`config.mk`:
```
export PLATFORM = sky130hd
export DESIGN_NAME = record_serializer_flat
export DESIGN_NICKNAME = d
export VERILOG_FILES = /design/src/rtl/timetag_pkg.sv /design/src/rtl/record_serializer_if.sv /design/src/rtl/sync_fifo.sv /design/src/rtl/record_serializer.sv /design/src/flat_wrapper.sv
export SDC_FILE = /design/constraint.sdc
export NUM_CORES = 1
export LEC_CHECK = 0
export CORE_AREA = 2 2 275 277
export CTS_BUF_LIST = sky130_fd_sc_hd__clkbuf_16
export CTS_CLUSTER_DIAMETER = 100
export DETAILED_ROUTE_END_ITERATION = 12
export DIE_AREA = 0 0 277 279
export GPL_TIMING_DRIVEN = 0
export HOLD_SLACK_MARGIN = 0.03
export SYNTH_ARGS = -nofsm -noshare
export SYNTH_HDL_FRONTEND = slang
export SYNTH_HIERARCHICAL = 1
export SYNTH_SLANG_ARGS = --single-unit
```
`constraint.sdc`:
```
create_clock -name clk_i -period 19.9 [get_ports clk_i]
set_input_delay 2.985 -clock clk_i [delete_from_list [all_inputs] [get_ports clk_i]]
set_output_delay 2.985 -clock clk_i [all_outputs]
set_load 0.02 [all_outputs]
```
`src/rtl/timetag_pkg.sv`:
```
// Shared constants and types for the timetag record serializer.
// Used by record_serializer, its interface and the bench.
package timetag_pkg;

    localparam logic [7:0] SYNC_BYTE = 8'hA5;
    localparam int RECORD_BYTES_DEFAULT = 6;
    localparam int FIFO_DEPTH_DEFAULT = 16;

    typedef enum logic [1:0] {
        IDLE  = 2'd0,
        SYNC  = 2'd1,
        SHIFT = 2'd2
    } ser_state_t;

endpackage

```
`src/rtl/record_serializer_if.sv`:
```
// Record input strobe, byte handshake towards ft2232 and status.
// slave = serializer side, master = driver/host side.
interface record_serializer_if #(
    parameter int RECORD_BYTES = 6,
    parameter int FIFO_DEPTH = 16
);

    localparam int CW = $clog2(FIFO_DEPTH) + 1;

    logic [8*RECORD_BYTES-1:0] record_i;
    logic                      record_stb_i;
    logic [7:0]                out_data_o;
    logic                      out_req_o;
    logic                      out_ack_i;
    logic [CW-1:0]             fifo_count_o;
    logic                      overflow_o;
    logic                      overflow_clr_i;

    modport slave (
        input  record_i,
        input  record_stb_i,
        input  out_ack_i,
        input  overflow_clr_i,
        output out_data_o,
        output out_req_o,
        output fifo_count_o,
        output overflow_o
    );

    modport master (
        output record_i,
        output record_stb_i,
        output out_ack_i,
        output overflow_clr_i,
        input  out_data_o,
        input  out_req_o,
        input  fifo_count_o,
        input  overflow_o
    );

endinterface

```
`src/rtl/sync_fifo.sv`:
```
// Single-clock first-word-fall-through FIFO with occupancy count.
// A write while full is accepted when a read happens in the same cycle.
module sync_fifo #(
    parameter int WIDTH = 48,
    parameter int DEPTH = 16
) (
    input  logic                   clk,
    input  logic                   reset,
    input  logic                   wr_en,
    input  logic [WIDTH-1:0]       wr_data,
    input  logic                   rd_en,
    output logic [WIDTH-1:0]       rd_data,
    output logic                   full,
    output logic                   empty,
    output logic [$clog2(DEPTH):0] count
);

    localparam int AW = $clog2(DEPTH);

    logic [WIDTH-1:0] mem [DEPTH];
    logic [AW-1:0]    wr_ptr;
    logic [AW-1:0]    rd_ptr;
    logic [AW:0]      cnt;
    logic             do_wr;
    logic             do_rd;

    assign full    = (cnt == (AW+1)'(DEPTH));
    assign empty   = (cnt == '0);
    assign do_rd   = rd_en && !empty;
    assign do_wr   = wr_en && (!full || do_rd);
    assign rd_data = mem[rd_ptr];
    assign count   = cnt;

    // Storage array; contents need no reset.
    always_ff @(posedge clk) begin
        if (do_wr) begin
            mem[wr_ptr] <= wr_data;
        end
    end

    // Pointers wrap naturally; occupancy kept in its own register.
    always_ff @(posedge clk) begin
        if (reset) begin
            wr_ptr <= '0;
            rd_ptr <= '0;
            cnt    <= '0;
        end else begin
            if (do_wr) begin
                wr_ptr <= wr_ptr + AW'(1);
            end
            if (do_rd) begin
                rd_ptr <= rd_ptr + AW'(1);
            end
            unique case ({do_wr, do_rd})
                2'b10:   cnt <= cnt + (AW+1)'(1);
                2'b01:   cnt <= cnt - (AW+1)'(1);
                default: cnt <= cnt;
            endcase
        end
    end

endmodule

```
`src/rtl/record_serializer.sv`:
```
// Buffers timetag records and streams them MSB byte first to ft2232.
// Define RECORD_SYNC_EN to prefix every record with SYNC_BYTE.
module record_serializer
    import timetag_pkg::*;
#(
    parameter int RECORD_BYTES = RECORD_BYTES_DEFAULT,
    parameter int FIFO_DEPTH = FIFO_DEPTH_DEFAULT
) (
    input logic clk_i,
    input logic reset_i,
    record_serializer_if.slave bus
);

    localparam int RW = 8 * RECORD_BYTES;
    localparam int IDX_W = (RECORD_BYTES > 1) ? $clog2(RECORD_BYTES) : 1;
    localparam logic [IDX_W-1:0] LAST_IDX = IDX_W'(RECORD_BYTES - 1);
`ifdef RECORD_SYNC_EN
    localparam ser_state_t FIRST = SYNC;
`else
    localparam ser_state_t FIRST = SHIFT;
`endif

    ser_state_t       state;
    ser_state_t       state_n;
    logic [RW-1:0]    shreg;
    logic [RW-1:0]    shreg_n;
    logic [IDX_W-1:0] idx;
    logic [IDX_W-1:0] idx_n;
    logic [RW-1:0]    head;
    logic             fifo_full;
    logic             fifo_empty;
    logic             pop;
    logic             drop;
    logic             overflow;
    logic [7:0]       out_data;
    logic             out_req;

    sync_fifo #(
        .WIDTH(RW),
        .DEPTH(FIFO_DEPTH)
    ) u_fifo (
        .clk    (clk_i),
        .reset  (reset_i),
        .wr_en  (bus.record_stb_i),
        .wr_data(bus.record_i),
        .rd_en  (pop),
        .rd_data(head),
        .full   (fifo_full),
        .empty  (fifo_empty),
        .count  (bus.fifo_count_o)
    );

    // Detectors cannot stall: a strobe with no room this cycle is lost.
    assign drop = bus.record_stb_i && fifo_full && !pop;

    // Sticky overflow flag; a new drop wins over a clear.
    always_ff @(posedge clk_i) begin
        if (reset_i) begin
            overflow <= 1'b0;
        end else if (drop) begin
            overflow <= 1'b1;
        end else if (bus.overflow_clr_i) begin
            overflow <= 1'b0;
        end
    end

    // Serializer state, record shadow and byte index.
    always_ff @(posedge clk_i) begin
        if (reset_i) begin
            state <= IDLE;
            shreg <= '0;
            idx   <= '0;
        end else begin
            state <= state_n;
            shreg <= shreg_n;
            idx   <= idx_n;
        end
    end

    // Next state, FIFO pop and byte presented to ft2232.
    always_comb begin
        state_n  = state;
        shreg_n  = shreg;
        idx_n    = idx;
        pop      = 1'b0;
        out_data = 8'h00;
        out_req  = 1'b0;
        unique case (state)
            IDLE: begin
                if (!fifo_empty) begin
                    pop     = 1'b1;
                    shreg_n = head;
                    idx_n   = LAST_IDX;
                    state_n = FIRST;
                end
            end
`ifdef RECORD_SYNC_EN
            SYNC: begin
                out_data = SYNC_BYTE;
                out_req  = 1'b1;
                if (bus.out_ack_i) begin
                    state_n = SHIFT;
                end
            end
`endif
            SHIFT: begin
                out_data = shreg[8*idx +: 8];
                out_req  = 1'b1;
                if (bus.out_ack_i) begin
                    if (idx != '0) begin
                        idx_n = idx - IDX_W'(1);
                    end else if (!fifo_empty) begin
                        pop     = 1'b1;
                        shreg_n = head;
                        idx_n   = LAST_IDX;
                        state_n = FIRST;
                    end else begin
                        state_n = IDLE;
                    end
                end
            end
            default: begin
                state_n = IDLE;
            end
        endcase
    end

    assign bus.out_data_o = out_data;
    assign bus.out_req_o  = out_req;
    assign bus.overflow_o = overflow;

endmodule

```
`src/flat_wrapper.sv`:
```
// flat-port wrapper written by rule: the top's interface ports become plain ports
module record_serializer_flat import timetag_pkg::*;
#(
    parameter int RECORD_BYTES = RECORD_BYTES_DEFAULT,
    parameter int FIFO_DEPTH = FIFO_DEPTH_DEFAULT
)
  (clk_i, reset_i, bus_record_i, bus_record_stb_i, bus_out_ack_i, bus_overflow_clr_i, bus_out_data_o, bus_out_req_o, bus_fifo_count_o, bus_overflow_o);
  record_serializer_if #(.RECORD_BYTES(RECORD_BYTES), .FIFO_DEPTH(FIFO_DEPTH)) bus_i ();
  input logic clk_i;
  input logic reset_i;
  input wire logic [$bits(bus_i.record_i)-1:0] bus_record_i;
  input wire logic [$bits(bus_i.record_stb_i)-1:0] bus_record_stb_i;
  input wire logic [$bits(bus_i.out_ack_i)-1:0] bus_out_ack_i;
  input wire logic [$bits(bus_i.overflow_clr_i)-1:0] bus_overflow_clr_i;
  output wire logic [$bits(bus_i.out_data_o)-1:0] bus_out_data_o;
  output wire logic [$bits(bus_i.out_req_o)-1:0] bus_out_req_o;
  output wire logic [$bits(bus_i.fifo_count_o)-1:0] bus_fifo_count_o;
  output wire logic [$bits(bus_i.overflow_o)-1:0] bus_overflow_o;
  assign bus_i.record_i = bus_record_i;
  assign bus_i.record_stb_i = bus_record_stb_i;
  assign bus_i.out_ack_i = bus_out_ack_i;
  assign bus_i.overflow_clr_i = bus_overflow_clr_i;
  assign bus_out_data_o = bus_i.out_data_o;
  assign bus_out_req_o = bus_i.out_req_o;
  assign bus_fifo_count_o = bus_i.fifo_count_o;
  assign bus_overflow_o = bus_i.overflow_o;
  record_serializer #(.RECORD_BYTES(RECORD_BYTES), .FIFO_DEPTH(FIFO_DEPTH)) u_core (.clk_i(clk_i), .reset_i(reset_i), .bus(bus_i));
endmodule
```
==> summary.txt <==
Synth-to-Final Area Change: 16.3%
clk sink count: 838
HPWL after detailed placement: 47.8 mm
most frequent cells in the layout: 768 x edfxtp_1, 192 x mux4_2, 100 x nand2b_1, 96 x a22oi_1, 90 x clkbuf_16
Worst Tran Pin Value: 1.27 ns
Die Wd: 277 um
Starting Density: 43.9%
DRT antenna net count: 0
grt total ovfl: 0
post-synthesis sequential area ratio: 75.2%
Root Buffer: clkbuf_16
post-synthesis cell count: 1,589
postcts setup bufs: 0
max-cap violations: 0
setup TNS: 0 ns
drt pass-1 iters: 5
Post-synth EDFFs: 768
DIE AREA: 0.0773 sq mm
hold_buf cts: 0
Register Area: 0.0245 sq mm
Num CTS Buffers: 88
utilization after layout: 51.1%
Mapped Area: 0.0325 sq mm
Initial DRC Count: 1,550
Syn Nets: 1,653
number of global-route vias before repair: 16,600
DP Cell Count: 2,677
initial antenna violation count: 4
#FFs+latches synth: 838
drt wl/cell: 26.4 um
Buffers on Ports: 67
synthesis warning total: 6
layout cells sized above 1: 22.3%
largest net degree at the start of global routing: 30
syn avg cell area: 20.5 sq um
Core Region: 0.0741 sq mm
slew margin rel.: 15.5%
Top FF cell, synth: edfxtp_1
critical path type: register to output port
clk_lat worst skew: 0.64 ns
status: completed
via count: 16,000
Clock Skew: 0.0242 ns
global-route usage over all layers: 19.6%
Worst VDD drop: 64.9 uV
PnR worst setup slack: 13.75 ns
DRC Markers: 0
height of the chip: 279 um
Worst setup EP type: output port
Site Rows: 100
worst hold path class: register to register
Pleak: 12.1 nW
DP Worst Slack: 13.32 ns
post-CTS sizing: 0
Diodes inserted: 0
fin nets: 1,862
Pwr Density: 120 mW/mm^2
CTS tree: done
Req. time, crit path: 16.91 ns
Final Slew Violations: 0
post-synth cell types: 52
Tot Pwr: 4.54 mW
RSZ-0062 raised after global routing: no
Fillers: 5,942
multi-input logic area: 0.00765 sq mm
routed wire length: 74.7 mm
Worst-path clk slew: 0.06 ns
crit path DAT: 3.17 ns
commonest non-fill, non-tap cell in the layout: edfxtp_1
io pins: 68
Via density: 5.65
final setup fails: 0
global placement routability congestion: 0.791
CTS max path bufs: 3
minimum clock period: 6.15 ns
largest fanout on the critical path: 10
Max Freq: 163 MHz
first-pass GRT wire length: 110 mm
H-tree Lvls: 3
Worst Setup Start Kind: register
Final Hold Viols: 0
Tcrit/Tclk final: 30.9%
Finished Layout Cells: 2,836
asr flop ratio synth: 0%
[worst max-delay path: stages, from the launching register on]
cell	delay [ns]
dfxtp_1	0.51
buf_2	0.28
nand3b_1	0.25
o21ai_0	0.74
clkdlybuf4s50_1	0.76
[sequential cells by signal, indices dropped and copies added, names as in the netlist, named ones only]
| register | cells |
|---|---|
| u_core/u_fifo/rd_ptr | 4 |
| u_core/u_fifo/count | 5 |
| u_core/bus.overflow_o | 1 |
| u_core/u_fifo/wr_ptr | 4 |
| u_core/idx | 3 |
| u_core/state | 1 |
| u_core/shreg | 48 |
| u_core/u_fifo/mem | 768 |
[stage by stage]
step           instance area, sq um  hold WS, ns
6_report                      37800        0.476
5_1_grt                       37800        0.492
4_1_cts                       37800        0.477
3_5_place_dp                  35100        0.467
3_3_place_gp                  34400        0.460
2_1_floorplan                 32500        0.448
[kinds of logic after synthesis]
group / synth area share [%]
flip-flops: 75.2
multiplexers: 15.7
adder cells (fa/ha/maj): 0.446
buffers and inverters: 1.50
XOR/XNOR: 0.135
AO/OA/AOI/OAI: 3.35
AND/OR/NAND/NOR: 3.64
[cell type report]
| cell class | instances | area share [%] |
|---|---|---|
| clock inverters | 69 | 1.29 |
| repair buffers | 119 | 3.33 |
| clock buffers | 90 | 5.95 |
| plain buffers | 90 | 1.15 |
| multi-input cells | 647 | 20.2 |
| well taps | 969 | 3.21 |
| flip-flops and latches | 838 | 64.7 |
| inverters | 14 | 0.139 |
[path summary, 6_finish.rpt]
check / from / to / slack [ns] / cells after the start
setup / recovery: u_core/state[1]$_SDFFE_PP0P_ / bus_out_data_o[4] / 13.75 / 4
hold / removal: u_core/shreg[35]$_SDFFE_PP0P_ / u_core/shreg[35]$_SDFFE_PP0P_ / 0.48 / 2
setup reg to reg: u_core/idx[1]$_SDFFE_PP0P_ / u_core/u_fifo/mem[10][29]$_DFFE_PP_ / 15.93 / 12
hold reg to reg: u_core/shreg[35]$_SDFFE_PP0P_ / u_core/shreg[35]$_SDFFE_PP0P_ / 0.48 / 2
[cells in the mapped netlist (2+ instances only)]
| cell | n | area (sq um) |
|---|---|---|
| a211oi_1 | 3 | 22.5 |
| a21oi_1 | 4 | 20.0 |
| a22oi_1 | 96 | 721 |
| and2_1 | 6 | 37.5 |
| and3_1 | 4 | 25.0 |
| buf_1 | 3 | 11.3 |
| buf_2 | 22 | 110 |
| buf_4 | 2 | 15.0 |
| buf_8 | 5 | 75.1 |
| clkbuf_1 | 57 | 214 |
| dfxtp_1 | 70 | 1400 |
| edfxtp_1 | 768 | 23100 |
| ha_1 | 10 | 125 |
| inv_1 | 13 | 48.8 |
| mux2i_1 | 77 | 771 |
| mux4_2 | 192 | 4320 |
| nand2_1 | 51 | 191 |
| nand2b_1 | 100 | 626 |
| nand3_1 | 7 | 35.0 |
| nand3b_1 | 3 | 22.5 |
| nor2_1 | 19 | 71.3 |
| nor2b_1 | 6 | 37.5 |
| nor3_1 | 4 | 20.0 |
| nor3b_1 | 4 | 30.0 |
| nor4_1 | 5 | 31.3 |
| o211ai_1 | 2 | 15.0 |
| o21a_1 | 6 | 45.0 |
| o21ai_0 | 13 | 65.1 |
| o21ai_4 | 2 | 32.5 |
| o22a_1 | 8 | 70.1 |
| o31ai_1 | 2 | 15.0 |
| or4_1 | 2 | 15.0 |
| xnor2_1 | 2 | 17.5 |
| xor2_1 | 3 | 26.3 |
[power breakdown]
group | total [mW] | leakage [nW] | internal, mW | switching [mW]
combinational | 0.912 | 3.12 | 0.412 | 0.500
clock | 1.54 | 1.42 | 0.886 | 0.658
sequential | 2.09 | 7.51 | 2.03 | 0.0590
total | 4.54 | 12.1 | 3.33 | 1.22
[routing by layer]
metal / track usage [%] / vias up / part of all wire (%)
li1: - / 6969 / -
met1: 27.4 / 8491 / 43
met2: 31.8 / 489 / 48
met3: 4.00 / 80 / 6.5
met4: 5.06 / 6 / 1.6
met5: 0 / - / 0.051
(Power assumes the default switching activity.)
